--- src/rtl/bit4_sum_accumulator_if.sv ---
// Handshake bundle between the adder, the accumulator and the downstream logger.
interface bit4_sum_accumulator_if #(
   parameter int ACC_W = 8,
   parameter int CNT_W = 3
);
   logic             in_valid;
   logic             in_ready;
   logic [3:0]       sum;
   logic             cout;
   logic             out_valid;
   logic             out_ready;
   logic [ACC_W-1:0] acc_total;
   logic             acc_ovf;
   logic [CNT_W-1:0] beat_cnt;

   modport slave (
      input  in_valid, sum, cout, out_ready,
      output in_ready, out_valid, acc_total, acc_ovf, beat_cnt
   );

   modport master (
      output in_valid, sum, cout, out_ready,
      input  in_ready, out_valid, acc_total, acc_ovf, beat_cnt
   );
endinterface

--- src/rtl/bit4_sum_accumulator.sv ---
// Sums COUNT_N 5-bit adder results per block with a sticky wrap flag.
// Result valid 1 cycle after the final beat; input stalls while a block is held.
module bit4_sum_accumulator #(
   parameter int ACC_W   = 8,
   parameter int COUNT_N = 4,
   parameter int CNT_W   = 3
) (
   input  logic clk,
   input  logic rst,
   bit4_sum_accumulator_if.slave bus
);
   typedef enum logic [1:0] {IDLE, ACCUM, HOLD} state_t;

   state_t           state_q, state_d;
   logic [ACC_W-1:0] acc_q, acc_d;
   logic             ovf_q, ovf_d;
   logic [CNT_W-1:0] cnt_q, cnt_d;
   logic             ovld_q, ovld_d;

   logic [ACC_W:0]   r_ext;
   logic [ACC_W:0]   add;
   logic [CNT_W-1:0] cnt_inc;
   logic             accept;

   assign r_ext   = {{(ACC_W-4){1'b0}}, bus.cout, bus.sum};
   assign add     = {1'b0, acc_q} + r_ext;
   assign cnt_inc = cnt_q + CNT_W'(1);
   assign accept  = bus.in_valid && (state_q != HOLD);

   always_ff @(posedge clk or posedge rst) begin
      if (rst) begin
         state_q <= IDLE;
         acc_q   <= '0;
         ovf_q   <= 1'b0;
         cnt_q   <= '0;
         ovld_q  <= 1'b0;
      end else begin
         state_q <= state_d;
         acc_q   <= acc_d;
         ovf_q   <= ovf_d;
         cnt_q   <= cnt_d;
         ovld_q  <= ovld_d;
      end
   end

   always_comb begin
      state_d = state_q;
      acc_d   = acc_q;
      ovf_d   = ovf_q;
      cnt_d   = cnt_q;
      ovld_d  = ovld_q;
      case (state_q)
         IDLE: begin
            if (accept) begin
               acc_d = r_ext[ACC_W-1:0];
               ovf_d = 1'b0;
               cnt_d = CNT_W'(1);
               if (COUNT_N == 1) begin
                  state_d = HOLD;
                  ovld_d  = 1'b1;
               end else begin
                  state_d = ACCUM;
               end
            end
         end
         ACCUM: begin
            if (accept) begin
               // Carry out of the truncated sum marks a wrap for the rest of the block.
               acc_d = add[ACC_W-1:0];
               ovf_d = ovf_q | add[ACC_W];
               cnt_d = cnt_inc;
               if (cnt_inc == CNT_W'(COUNT_N)) begin
                  state_d = HOLD;
                  ovld_d  = 1'b1;
               end
            end
         end
         HOLD: begin
            // Totals are left in place after the handshake; the next first beat overwrites them.
            if (bus.out_ready) begin
               ovld_d  = 1'b0;
               cnt_d   = '0;
               state_d = IDLE;
            end
         end
         default: state_d = IDLE;
      endcase
   end

   assign bus.in_ready  = (state_q != HOLD);
   assign bus.out_valid = ovld_q;
   assign bus.acc_total = acc_q;
   assign bus.acc_ovf   = ovf_q;
   assign bus.beat_cnt  = cnt_q;
endmodule
--- src/flat_wrapper.sv ---
// flat-port wrapper written by rule: the top's interface ports become plain ports
module bit4_sum_accumulator_flat 
#(
   parameter int ACC_W   = 8,
   parameter int COUNT_N = 4,
   parameter int CNT_W   = 3
)
  (clk, rst, bus_in_valid, bus_sum, bus_cout, bus_out_ready, bus_in_ready, bus_out_valid, bus_acc_total, bus_acc_ovf, bus_beat_cnt);
  bit4_sum_accumulator_if #(.ACC_W(ACC_W), .CNT_W(CNT_W)) bus_i ();
  input  logic clk;
  input  logic rst;
  input wire logic [$bits(bus_i.in_valid)-1:0] bus_in_valid;
  input wire logic [$bits(bus_i.sum)-1:0] bus_sum;
  input wire logic [$bits(bus_i.cout)-1:0] bus_cout;
  input wire logic [$bits(bus_i.out_ready)-1:0] bus_out_ready;
  output wire logic [$bits(bus_i.in_ready)-1:0] bus_in_ready;
  output wire logic [$bits(bus_i.out_valid)-1:0] bus_out_valid;
  output wire logic [$bits(bus_i.acc_total)-1:0] bus_acc_total;
  output wire logic [$bits(bus_i.acc_ovf)-1:0] bus_acc_ovf;
  output wire logic [$bits(bus_i.beat_cnt)-1:0] bus_beat_cnt;
  assign bus_i.in_valid = bus_in_valid;
  assign bus_i.sum = bus_sum;
  assign bus_i.cout = bus_cout;
  assign bus_i.out_ready = bus_out_ready;
  assign bus_in_ready = bus_i.in_ready;
  assign bus_out_valid = bus_i.out_valid;
  assign bus_acc_total = bus_i.acc_total;
  assign bus_acc_ovf = bus_i.acc_ovf;
  assign bus_beat_cnt = bus_i.beat_cnt;
  bit4_sum_accumulator #(.ACC_W(ACC_W), .COUNT_N(COUNT_N), .CNT_W(CNT_W)) u_core (.clk(clk), .rst(rst), .bus(bus_i));
endmodule
--- config.mk ---
export PLATFORM = sky130hd
export DESIGN_NAME = bit4_sum_accumulator_flat
export DESIGN_NICKNAME = d
export VERILOG_FILES = /design/src/rtl/bit4_sum_accumulator_if.sv /design/src/rtl/bit4_sum_accumulator.sv /design/src/flat_wrapper.sv
export SDC_FILE = /design/constraint.sdc
export NUM_CORES = 1
export LEC_CHECK = 0
export CORE_UTILIZATION = 50
export CTS_CLUSTER_SIZE = 20
export DETAILED_ROUTE_END_ITERATION = 8
export GPL_TIMING_DRIVEN = 1
export PLACE_DENSITY = 0.78
export SLEW_MARGIN = 20
export SYNTH_ARGS = -nofsm -noshare
export SYNTH_HDL_FRONTEND = slang
export SYNTH_SLANG_ARGS = --single-unit
--- constraint.sdc ---
create_clock -name clk -period 1.9 [get_ports clk]
set_input_delay 0.475 -clock clk [delete_from_list [all_inputs] [get_ports clk]]
set_output_delay 0.475 -clock clk [all_outputs]
set_load 0.05 [all_outputs]
======== Word level (Yosys, flattened, before mapping) ========
Cells that the tools add are included.
operators by class
  add/subtract/negate cells ............... 2
  equality and inequality tests ........... 8
  mux-type cells .......................... 19
  bitwise operators ....................... 1
  reduce and logical (&&, ||, !) cells .... 9
operators with widths
  kind                 number
  $mux 8               2
  $pmux 8 s2           1
  $reduce_and 4->1     3
  $add 8x5->9          1
  $mux 3               3
  $pmux 3 s3           1
  $mux 2               4
  $ne 2x1->1 const B   3
  $pmux 2 s3           1
  $mux 1               5
  $ne 2x2->1 const B   2
  $pmux 1 s2           2
  $reduce_bool 2->1    2
  $add 3x1->3 const B  1
  $eq 3x3->1 const B   1
  $reduce_and 3->1     1
  $reduce_bool 3->1    1
  $eq 2x1->1 const B   1
  $eq 2x2->1 const B   1
  $logic_not 2->1      1
  $logic_and 1x1->1    1
  $or 1x1->1           1
storage, ports and cells
  register bits ........................... 15

======== Logic depth before layout (Yosys ltp) ========
  word-level depth ........................ 5
  gate-level depth with buffers ........... 7
  gate-level depth less buffers ........... 7

======== Worst setup path before layout ========
Ideal clock, no wire load.
  path kind ............................... reg2reg
  start point ............................. register u_core.acc_q[0], in the netlist u_core.bus.acc_total[0]
  end point ............................... register u_core.acc_q[4], in the netlist u_core.bus.acc_total[4]
  setup time .............................. 0.121 ns
  arrival ................................. 1.856 ns
  path slack .............................. -0.077 ns
  stages on the path, launching flop included .. 8
  buffers on the path ..................... 0
  clock period less this slack ............ 1.977 ns
  path through ............................ dfrtp_1 -> ha_1 -> inv_1 -> fa_1 -> nor2b_1 -> o31a_1 -> a211oi_1 -> o22a_1
on the way
  longest elaborated chain between the ends .. 3
RTL lines
  what                    line                        source
  start, declared         bit4_sum_accumulator.sv:15  logic [ACC_W-1:0] acc_q, acc_d;
  start signal, assigned  bit4_sum_accumulator.sv:33  acc_q <= '0;
  start signal, assigned  bit4_sum_accumulator.sv:39  acc_q <= acc_d;
  $add 8x5->9             bit4_sum_accumulator.sv:26  assign add = {1'b0, acc_q} + r_ext;
  $mux 8                  bit4_sum_accumulator.sv:67  if (accept) begin
  $pmux 8 s2              bit4_sum_accumulator.sv:52  case (state_q)
No other way between the ends. The select of a mux whose other input is x is not followed.
A chain may end at the register's enable or synchronous reset.

======== Worst setup path after layout ========
  start point ............................. input bus_sum[2]
  end point ............................... register u_core.acc_q[4], in the netlist u_core.bus.acc_total[4]
on the way
  longest elaborated chain between the ends .. 3
RTL lines
  what             line                        source
  start, declared  flat_wrapper.sv:13          input wire logic [$bits(bus_i.sum)-1:0] bus_sum;
  $add 8x5->9      bit4_sum_accumulator.sv:26
  $mux 8           bit4_sum_accumulator.sv:67
  $pmux 8 s2       bit4_sum_accumulator.sv:52
No other way between the ends. The select of a mux whose other input is x is not followed.

==> flow_summary.toml <==
[clock_network]
cts.reportedPaths.clkPinSlew_ns = 0.11
cts.sinks = 15
ctsLongestPathBuffers = 2
cts_tree = "yes"
cts_inserted_buffers = 3
cts_hold_buf = 0
clk_latency_ns = 0.28
htreeDepth = 1
cts_root_buffer = "clkbuf_4"

[timing]
relSlewSlack_pct = 76.22
whs_ns = 0.4517
slew_viol_final = 0
hold_viol = 0
fin_crit_sh_pct = 94.80
setup_slack_ns = 0.09877
fmax_mhz = 555.2
finalSetupViolCount = 0
period_needed_ns = 1.801
clock_skew_ns = 0.006819
rsz0062_at_grt = "no"
tightest_slew_ns = 0.3564

[die]
start_util_pct = 54.69
core_area_mm2 = 0.002002
dieWidth_um = 48.80
fp.dieH_um = 48.80
die_area_mm2 = 0.002381
pin_count = 23
rows = 16

[worst_setup_path]
critical-path-max-stage-delay_ns = 0.48
crit_chain = "clkdlybuf4s50_1, ha_1, nor2b_4, o31a_1, a211oi_1, o22a_1"
crit_family = "compound AO/OA/AOI/OAI gates"
r2r_end = "u_core.bus.beat_cnt[0]"
end_kind = "flop"
r2r_start = "u_core.state_q[0]"
regToRegSetupSlack_ns = 0.19
critPathMaxFanout = 4
crit_arrival_ns = 2.03
startpoint = "bus_sum[2]"
critical-path-slowest-cell = "clkdlybuf4s50_1"
crit_required_ns = 2.13
critPathKind = "in -> reg"
r2r_cells = 6
startpoint_type = "input port"
path_buf_inv = 1

[status]
status = "finished, final reports clean"

[grt]
grt_overflow_total = 0
antenna_found_initial = 0
grt_pass1_wl_um = 4181
grt_pass1_vias = 1002
track_usage_pct = 22.57
grt_start_max_net_pins = 12

[finish]
fin_util_pct = 73.25
multiInputGateArea_um2 = 683.2
final_nets = 178
n_antenna_cell = 0
stdcell_area_mm2 = 0.001466
seq_area_um2 = 377.9
drive_above_1_share_pct = 27.56
fill_cells = 150
syn2layout_area_growth_pct = 33.94

[synthesis]
avgSynthCellArea_um2 = 9.200
synth_fp_nets = 140
yosysUniqueCellTypes = 37
ys_seq_area_share_pct = 34.29
async_flop_share_pct = 100.0
yosysWarnings = 0
yosys_register_bits = 15
syn-cell-area_mm2 = 0.001095
synth_flop_cell = "dfrtp_1"
synthCells = 119
synth_edf_count = 0

[placed_design]
io_buffer_count = 22
gp_congestion = 0.8154
dp_hpwl_um = 1870
place_area_mm2 = 0.001413
preCtsSetupSlack_ns = -0.4544

[detailed_routing]
route.vias.total = 992
drtPass1Iterations = 4
final_antenna_net_count = 0
wirelength_um = 2512
viasPerCell = 5.421
drt-initial-drc-count = 9
wl_per_cell_um = 13.73
drc_errors = 0

[power_and_ir_drop]
p_total_mw = 2.916
p_leak_nw = 0.7296
powerDensity_mw_per_mm2 = 1988
peakVddDrop_mv = 1.170

[hold_path]
hold_path_class = "in -> async"

[run]
drv_cap = 0
==> kinds of logic after synthesis <==
logic type	share of synthesized area, %
AO/OA/AOI/OAI	22.63
adder cells (fa/ha/maj)	14.40
buffers and inverters	5.028
flip-flops	34.29
multiplexers	6.971
AND/OR/NAND/NOR	16.69
==> stage by stage <==
stage          cells  TNS [ns]
3_5_place_dp     178    -2.477
6_report         183         0
2_1_floorplan    119         0
3_3_place_gp     178    -2.033
4_1_cts          183         0
5_1_grt          183         0
==> per-layer routing <==
layer,global-route usage (%),vias up,wire length [um]
met5,0,-,0
li1,-,498,-
met2,43.29,19,1271
met1,26.64,473,1145
met3,2.804,2,80
met4,4.412,0,14
==> flip-flops by register name, indices dropped and copies added, names as in the netlist <==
| name | cells |
|---|---|
| u_core.bus.acc_total | 8 |
| u_core.bus.acc_ovf | 1 |
| u_core.bus.out_valid | 1 |
| u_core.state_q | 2 |
| u_core.bus.beat_cnt | 3 |
==> worst max-delay path by stage <==
stage	to	slack, ns	depth (start not counted)
floorplan	u_core.bus.acc_total[4]	0.07	7
global placement	u_core.bus.acc_total[4]	-0.39	8
detailed placement	u_core.bus.acc_ovf	-0.45	8
CTS	u_core.bus.acc_ovf	0.02	7
global route	u_core.bus.acc_total[4]	0.03	6
finish	u_core.bus.acc_total[4]	0.1	6
==> synthesized netlist by cell type, types with 2 or more instances <==
library cell / n / area share (%)
mux2i_1: 5 / 4.6
o21ai_0: 2 / 0.91
a21o_1: 3 / 2.1
nand2b_1: 2 / 1.1
a21oi_1: 7 / 3.2
nor2b_1: 4 / 2.3
a22oi_1: 2 / 1.4
o21ai_1: 5 / 2.3
o21a_1: 3 / 2.1
nor3_1: 2 / 0.91
o211ai_1: 4 / 2.7
dfrtp_1: 15 / 34
and3_1: 4 / 2.3
nand3_1: 2 / 0.91
nor2_1: 4 / 1.4
inv_1: 10 / 3.4
buf_2: 2 / 0.91
nand2_1: 13 / 4.5
ha_1: 11 / 13
nand4_1: 2 / 1.1
==> report_power, final <==
group          switching (mW)  total (mW)  internal, mW
Combinational            1.24        2.09         0.852
Sequential              0.147       0.626         0.479
Clock                   0.116       0.197        0.0813
Total                    1.50        2.92          1.41
==> placed cells by master (no fill, tap or decap), drive strengths merged <==
cell type       n
nand2b          2
fa              1
clkdlybuf4s50   6
a211oi          1
a221oi          1
nor4            1
o211ai          4
nor4b           1
a21bo           1
dfrtp          15
mux2            2
a211o           1
o21ai           7
a22oi           2
dlygate4sd2     1
a2111o          1
nor2            4
clkbuf          4
and3            4
a22o            1
o22a            1
nor3            2
a21o            3
nand3           2
nand2          13
nor2b           5
ha             11
nand4           2
dlymetal6s2s    1
mux2i           5
a21oi           7
o21a            4
inv            11
o31a            1
buf            28
==> repair_timing <==
action / 4_1_cts / 5_1_grt
endpoints found under the setup margin: 4 / 6
setup buffers: 1 / 0
pin swaps: 3 / 3
resized for setup: 4 / 4
==> area by class of cell <==
type	count	area share [%]
sequential	15	25.77
clock buffer	4	1.792
multi-input combinational	90	46.59
timing repair buffer	36	20.73
inverter	11	2.816
tap	27	2.304
(Power assumes the default switching activity.)
